--- config.mk ---
export PLATFORM = sky130hd
export DESIGN_NAME = player_motion_ctrl
export DESIGN_NICKNAME = d
export VERILOG_FILES = /design/src/rtl/player_motion_ctrl.sv
export SDC_FILE = /design/constraint.sdc
export NUM_CORES = 1
export LEC_CHECK = 0
export CAP_MARGIN = 20
export CORE_ASPECT_RATIO = 0.5
export CORE_MARGIN = 3
export CORE_UTILIZATION = 30
export CTS_BUF_LIST = sky130_fd_sc_hd__clkbuf_8
export DETAILED_ROUTE_END_ITERATION = 16
export SYNTH_ARGS = -nofsm -noshare
export SYNTH_HDL_FRONTEND = slang
export SYNTH_SLANG_ARGS = --single-unit
--- constraint.sdc ---
create_clock -name clk -period 9.95 [get_ports clk]
set_clock_uncertainty 0.2 [all_clocks]
set_input_delay 1.4925 -clock clk [delete_from_list [all_inputs] [get_ports clk]]
set_output_delay 1.4925 -clock clk [all_outputs]
set_load 0.005 [all_outputs]
--- src/rtl/player_motion_ctrl.sv ---
// Player sprite motion: samples buttons once per VS frame, applies a speed ramp and keeps the
// sprite in the visible area. Define PLAYER_WRAP_EN for edge-to-edge wrap instead of clamping.
module player_motion_ctrl #(
  parameter int unsigned H_ACTIVE    = 640,
  parameter int unsigned V_ACTIVE    = 480,
  parameter int unsigned OBJ_W       = 16,
  parameter int unsigned OBJ_H       = 16,
  parameter int unsigned H_INIT      = 312,
  parameter int unsigned V_INIT      = 232,
  parameter int unsigned STEP_MIN    = 1,
  parameter int unsigned STEP_MAX    = 4,
  parameter int unsigned RAMP_FRAMES = 8
) (
  input  logic        clk,
  input  logic        rst,
  input  logic [3:0]  btns,
  input  logic        vs,
  output logic [31:0] player_hStartPos,
  output logic [31:0] player_vStartPos,
  output logic [31:0] player_objWidth,
  output logic [31:0] player_objHeight,
  output logic        frame_tick,
  output logic [3:0]  speed,
  output logic        moving
);

  localparam logic [31:0] H_MAX   = 32'(H_ACTIVE - OBJ_W);
  localparam logic [31:0] V_MAX   = 32'(V_ACTIVE - OBJ_H);
  localparam int unsigned RAMP_W  = (RAMP_FRAMES > 1) ? $clog2(RAMP_FRAMES) : 1;
  localparam logic [RAMP_W-1:0] RAMP_LAST = RAMP_W'(RAMP_FRAMES - 1);
  localparam logic [3:0]  SMIN    = 4'(STEP_MIN);
  localparam logic [3:0]  SMAX    = 4'(STEP_MAX);

  typedef enum logic [1:0] {
    IDLE,
    ACCEL,
    CRUISE
  } state_t;

  state_t            state;
  logic              vsS1, vsS2, vsS3;
  logic [3:0]        btnS1, btnS2;
  logic              frameTick;
  logic [31:0]       hPos, vPos;
  logic [3:0]        speedQ;
  logic [RAMP_W-1:0] rampCnt;
  logic [3:0]        dirQ;
  logic              movingQ;

  logic [1:0]        dh, dv;
  logic [3:0]        dir;
  logic [3:0]        stepUse;

  // Axis deltas as 2-bit two's complement: 01 = +1, 11 = -1, 00 = none or cancelled.
  always_comb begin
    dh  = {1'b0, btnS2[3]} - {1'b0, btnS2[2]};
    dv  = {1'b0, btnS2[1]} - {1'b0, btnS2[0]};
    dir = {dh, dv};
    if (state == IDLE || dir != dirQ)
      stepUse = SMIN;
    else if (state == CRUISE)
      stepUse = SMAX;
    else
      stepUse = speedQ;
  end

  // A zero delta leaves the position untouched, so every tick can apply this unconditionally.
  function automatic logic [31:0] moveAxis(input logic [31:0] pos, input logic [1:0] d,
                                           input logic [3:0] step, input logic [31:0] maxPos);
    logic [32:0] sum;
    sum      = {1'b0, pos} + 33'(step);
    moveAxis = pos;
    if (d == 2'b11) begin
      if (pos < 32'(step))
`ifdef PLAYER_WRAP_EN
        moveAxis = maxPos;
`else
        moveAxis = '0;
`endif
      else
        moveAxis = pos - 32'(step);
    end else if (d == 2'b01) begin
      if (sum > {1'b0, maxPos})
`ifdef PLAYER_WRAP_EN
        moveAxis = '0;
`else
        moveAxis = maxPos;
`endif
      else
        moveAxis = sum[31:0];
    end
  endfunction

  always_ff @(posedge clk or negedge rst) begin
    if (!rst) begin
      vsS1 <= 1'b1;
      vsS2 <= 1'b1;
      vsS3 <= 1'b1;
      btnS1 <= '0;
      btnS2 <= '0;
      frameTick <= 1'b0;
    end else begin
      vsS1 <= vs;
      vsS2 <= vsS1;
      vsS3 <= vsS2;
      btnS1 <= btns;
      btnS2 <= btnS1;
      frameTick <= vsS3 & ~vsS2;
    end
  end

  always_ff @(posedge clk or negedge rst) begin
    if (!rst) begin
      state   <= IDLE;
      hPos    <= 32'(H_INIT);
      vPos    <= 32'(V_INIT);
      speedQ  <= SMIN;
      rampCnt <= '0;
      dirQ    <= '0;
      movingQ <= 1'b0;
    end else if (frameTick) begin
      hPos <= moveAxis(hPos, dh, stepUse, H_MAX);
      vPos <= moveAxis(vPos, dv, stepUse, V_MAX);
      if (dir == '0) begin
        state   <= IDLE;
        speedQ  <= SMIN;
        rampCnt <= '0;
        movingQ <= 1'b0;
      end else if (state == IDLE || dir != dirQ) begin
        state   <= ACCEL;
        speedQ  <= SMIN;
        rampCnt <= RAMP_W'(1);
        dirQ    <= dir;
        movingQ <= 1'b1;
      end else if (state == ACCEL) begin
        if (rampCnt == RAMP_LAST) begin
          rampCnt <= '0;
          speedQ  <= speedQ + 4'd1;
          if (speedQ + 4'd1 == SMAX)
            state <= CRUISE;
        end else begin
          rampCnt <= rampCnt + RAMP_W'(1);
        end
      end
    end
  end

  assign player_hStartPos = hPos;
  assign player_vStartPos = vPos;
  assign player_objWidth  = 32'(OBJ_W);
  assign player_objHeight = 32'(OBJ_H);
  assign frame_tick       = frameTick;
  assign speed            = speedQ;
  assign moving           = movingQ;

endmodule
==> run summary <==
The number of buffers created by CTS came out at 9. The kind of end point of the critical path is a register. The worst hold slack after final layout came out at between 150 and 200 ps. At the worst endpoint, the arrival time is 6220 ps.

The post-detailed-route count of antenna-violating nets came out at 0. Synthesis produced 933 cells. The distinct cell type count after synthesis is 86. For this design, the sink count on the clock tree is 90. The cell leakage power is between 3 and 4 nW. The cts-stage hold buffer count came out at 0. The maximum number of pins on one net before global-route repair is between 70 and 80.

The total of fill cells in the finished design came out at 2464. The quantity of I/O buffers inserted on ports is 76. The area of the mapped netlist is approximately 0.0074 mm2. The number of antenna diodes in the final layout is 0.

The number of pins with negative max-slew slack in the final report came out at 0. The effective utilization at floorplan came out at 31.48%. The global placement routability congestion is 0.9004. The standard cell area after detailed placement is 0.008128 mm2. The total of endpoints with negative setup slack in the final report is 0. The critical path in this run is classified as register to register. After synthesis, the cell types taking the most area are sky130_fd_sc_hd__dfrtp_1 26%, sky130_fd_sc_hd__buf_4 6.8%, sky130_fd_sc_hd__o21ai_0 6.6%.

The final global-route overflow total is 0. In the final layout, flip-flops and latches occupy 0.002267 mm2. Relative to the synthesized area, the layout overhead comes to 12.89%. The number of buffers and inverters on the critical path is 1. The final layout contains 999 nets. After synthesis, the mean cell area works out to 7.936 um2. The highest achievable clock rate is 162.5 MHz. The number of levels in the clock H-tree came out at 3. The flow ran to the end, and the final reports show no timing, DRC or antenna violations. The endpoint required time on the critical path is 10020 ps. The overall global routing resource usage is 16.52%. The max capacitance violation total came out at 0. For this design the ratio of total power to cell area is 179.6 mW/mm2.

The floorplan step defined a die boundary enclosing about 0.027 mm2. The via count of the routed design is 7053. The critical path startpoint category is a register. The worst min-delay path category is register to register. The clock reaches the later pin of the worst-skew pair after between 400 and 500 ps. The worst pin sits at a relative slew slack of about a third. The final number of hold-violating endpoints came out at 0. TritonCTS built the clock tree. The number of gates given a new drive strength after cts is 0. The share of the core filled with cells in the final layout is ~36%.

The register bit count reported by yosys came out at 90. In the routed layout, each cell is associated on average with a via count of about 5.4. The floorplan core area came out at ~0.024 mm2. The via count of the first global-routing pass is 6785. For this block, the initial DRC count from the detailed router was 522. The worst voltage drop across the vdd grid is approximately 0.000084 V. The clock passes through at most 2 buffers. In this design, the largest share of critical-path delay is due to simple AND/OR/NAND/NOR gates.

The largest single stage delay on the critical path is 740 ps. The layout cell share with drive strength beyond 1 came out at around 6.9%. From left edge to right edge, the die measures 228.2 um.

The placement row count came out at 39. The slew of the pin with the lowest slew margin came out at 976.5 ps. By count the netlist is led by 98 x sky130_fd_sc_hd__o21ai_0, 92 x sky130_fd_sc_hd__nand2_1, 78 x sky130_fd_sc_hd__dfrtp_1.

The count of unresolved DRC violations after routing is 0. The clock-pin slew on the worst setup and hold paths is 100 ps. The most used flip-flop cell after synthesis is sky130_fd_sc_hd__dfrtp_1. The final cell area excluding filler cells came out at 0.008359 mm2.

The detail-routed net length per standard cell is 16.98 um. The share of flip-flops with an asynchronous set or reset after synthesis is 100.0%. Setup repair after global routing left no endpoint under its margin. The detailed placer's ending HPWL came out at 15990 um. Summing the sequential cell areas from Yosys gives 30.62% of the chip area.

The worst-path cell with the longest stage delay is sky130_fd_sc_hd__o21ai_4. The area share of the largest cell type after synthesis is a little over a quarter. The top fanout value on the critical path came out at 34. Among all cell types in the netlist, the one instantiated most often is sky130_fd_sc_hd__o21ai_0. The setup TNS is 0 ps. The post-CTS setup-driven buffer insertion count came out at 0. The number of optimization iterations in the first detailed-route pass came out at 5. The multi-input combinational cell area is 0.004508 mm2. The final critical path takes up 61.86% of the cycle. The wire length reported by the detailed router is approximately 22000 um. The I/O pin total came out at around 140. The synthesis warning total is 0.

The floorplan die height came out at 117.1 um. The number of antenna violations at the first check in global routing came out at 0. The most area-hungry cell type in the Yosys netlist is sky130_fd_sc_hd__dfrtp_1. The signal on the critical path passes through ha_1, buf_4, xor2_1, nor4_2, nand3_1, fa_1, a21o_1, a21o_1, nor2_1, and2_1, nand3_2, o21ai_4, nor2_1, nand2_1, o311ai_0. The smallest clock period supported by the final layout is computed as between 6000 and 7000 ps.

The global-route wire length before repair came out at approximately 36000 um. The root buffer cell chosen for the clock tree is sky130_fd_sc_hd__clkbuf_8. Counting flops with a built-in enable in the synthesized netlist gives 0.
==> per-layer routing <==
| layer | vias to the layer above | global-route usage, % | part of all wire [%] |
|---|---|---|---|
| met5 | - | 0 | 0 |
| met4 | 0 | 4.492 | 1.4 |
| met3 | 22 | 3.337 | 6.3 |
| met2 | 261 | 28.77 | 48 |
| met1 | 3434 | 21.24 | 44 |
| li1 | 3336 | - | - |
==> through the flow <==
step           instances  setup WS [ps]  total power (W)
2_1_floorplan        995           4972        0.0009751
3_3_place_gp        1284           4012         0.001190
3_5_place_dp        1284           3876         0.001198
4_1_cts             1300           3854         0.001512
5_1_grt             1300           3211         0.001618
6_report            1300           3795         0.001501
==> cell usage in the layout (no fill, tap or decap), types with 5 or more instances in the layout <==
master	instances
sky130_fd_sc_hd__nand3_1	36
sky130_fd_sc_hd__o31ai_1	17
sky130_fd_sc_hd__ha_1	21
sky130_fd_sc_hd__dfrtp_1	78
sky130_fd_sc_hd__nor3_1	39
sky130_fd_sc_hd__nor4_1	27
sky130_fd_sc_hd__and3_1	8
sky130_fd_sc_hd__dfstp_2	12
sky130_fd_sc_hd__inv_1	32
sky130_fd_sc_hd__xnor2_1	15
sky130_fd_sc_hd__a21oi_1	55
sky130_fd_sc_hd__and4_1	6
sky130_fd_sc_hd__o21a_1	5
sky130_fd_sc_hd__o31a_1	6
sky130_fd_sc_hd__mux2_2	5
sky130_fd_sc_hd__a31oi_1	6
sky130_fd_sc_hd__buf_4	9
sky130_fd_sc_hd__clkdlybuf4s50_1	75
sky130_fd_sc_hd__nand2_1	92
sky130_fd_sc_hd__or2_2	7
sky130_fd_sc_hd__conb_1	64
sky130_fd_sc_hd__nor2b_1	15
sky130_fd_sc_hd__o211ai_1	10
sky130_fd_sc_hd__xor2_1	11
sky130_fd_sc_hd__a22o_1	6
sky130_fd_sc_hd__clkbuf_8	10
sky130_fd_sc_hd__or4_1	8
sky130_fd_sc_hd__or3_1	10
sky130_fd_sc_hd__o21ai_0	98
sky130_fd_sc_hd__nand4_1	8
sky130_fd_sc_hd__o41ai_1	6
sky130_fd_sc_hd__nand2b_1	10
sky130_fd_sc_hd__a21o_1	6
sky130_fd_sc_hd__and2_1	7
sky130_fd_sc_hd__nor2_1	62
==> registers in the layout (all words and copies together) (netlist names) <==
register          count
player_hStartPos     32
vsS1                  1
frame_tick            1
speed                 4
btnS1                 4
rampCnt               3
dirQ                  4
btnS2                 4
state                 2
vsS2                  1
moving                1
vsS3                  1
player_vStartPos     32
==> layout make-up <==
cell class | count | area share (%)
clock buffers | 10 | 1.646
clock inverters | 6 | 1.123
inverters | 33 | 1.482
multi-input cells | 749 | 53.93
flip-flops and latches | 90 | 27.12
well taps | 328 | 4.909
repair buffers | 84 | 9.789
==> logic make-up after synthesis <==
group                    synth area share, %
multiplexers                           1.301
AO/OA/AOI/OAI                          23.37
other                                 0.1014
XOR/XNOR                               3.075
adder cells (fa/ha/maj)                4.630
AND/OR/NAND/NOR                        25.26
flip-flops                             30.62
buffers and inverters                  11.64
==> final timing paths <==
kind / endpoint / slack [ps] / startpoint / depth (start not counted)
max: player_vStartPos[8]$_DFFE_PN0P_ / 3790 / btnS2[0]$_DFF_PN0_ / 15
min: btnS2[0]$_DFF_PN0_ / 160 / btnS1[0]$_DFF_PN0_ / 0
max reg2reg: player_vStartPos[8]$_DFFE_PN0P_ / 3790 / btnS2[0]$_DFF_PN0_ / 15
min reg2reg: btnS2[0]$_DFF_PN0_ / 160 / btnS1[0]$_DFF_PN0_ / 0
max in group asynchronous: player_hStartPos[9]$_DFFE_PN0P_ / 7550 / rst / 2
min in group asynchronous: player_vStartPos[16]$_DFFE_PN0P_ / 730 / rst / 1
==> power breakdown <==
group | leakage [nW] | switching, W | internal (W)
sequential | 1.16 | 0.000115 | 0.000433
clock | 0.114 | 0.000154 | 0.000151
combinational | 2.06 | 0.000361 | 0.000287
(Power assumes the default switching activity.)
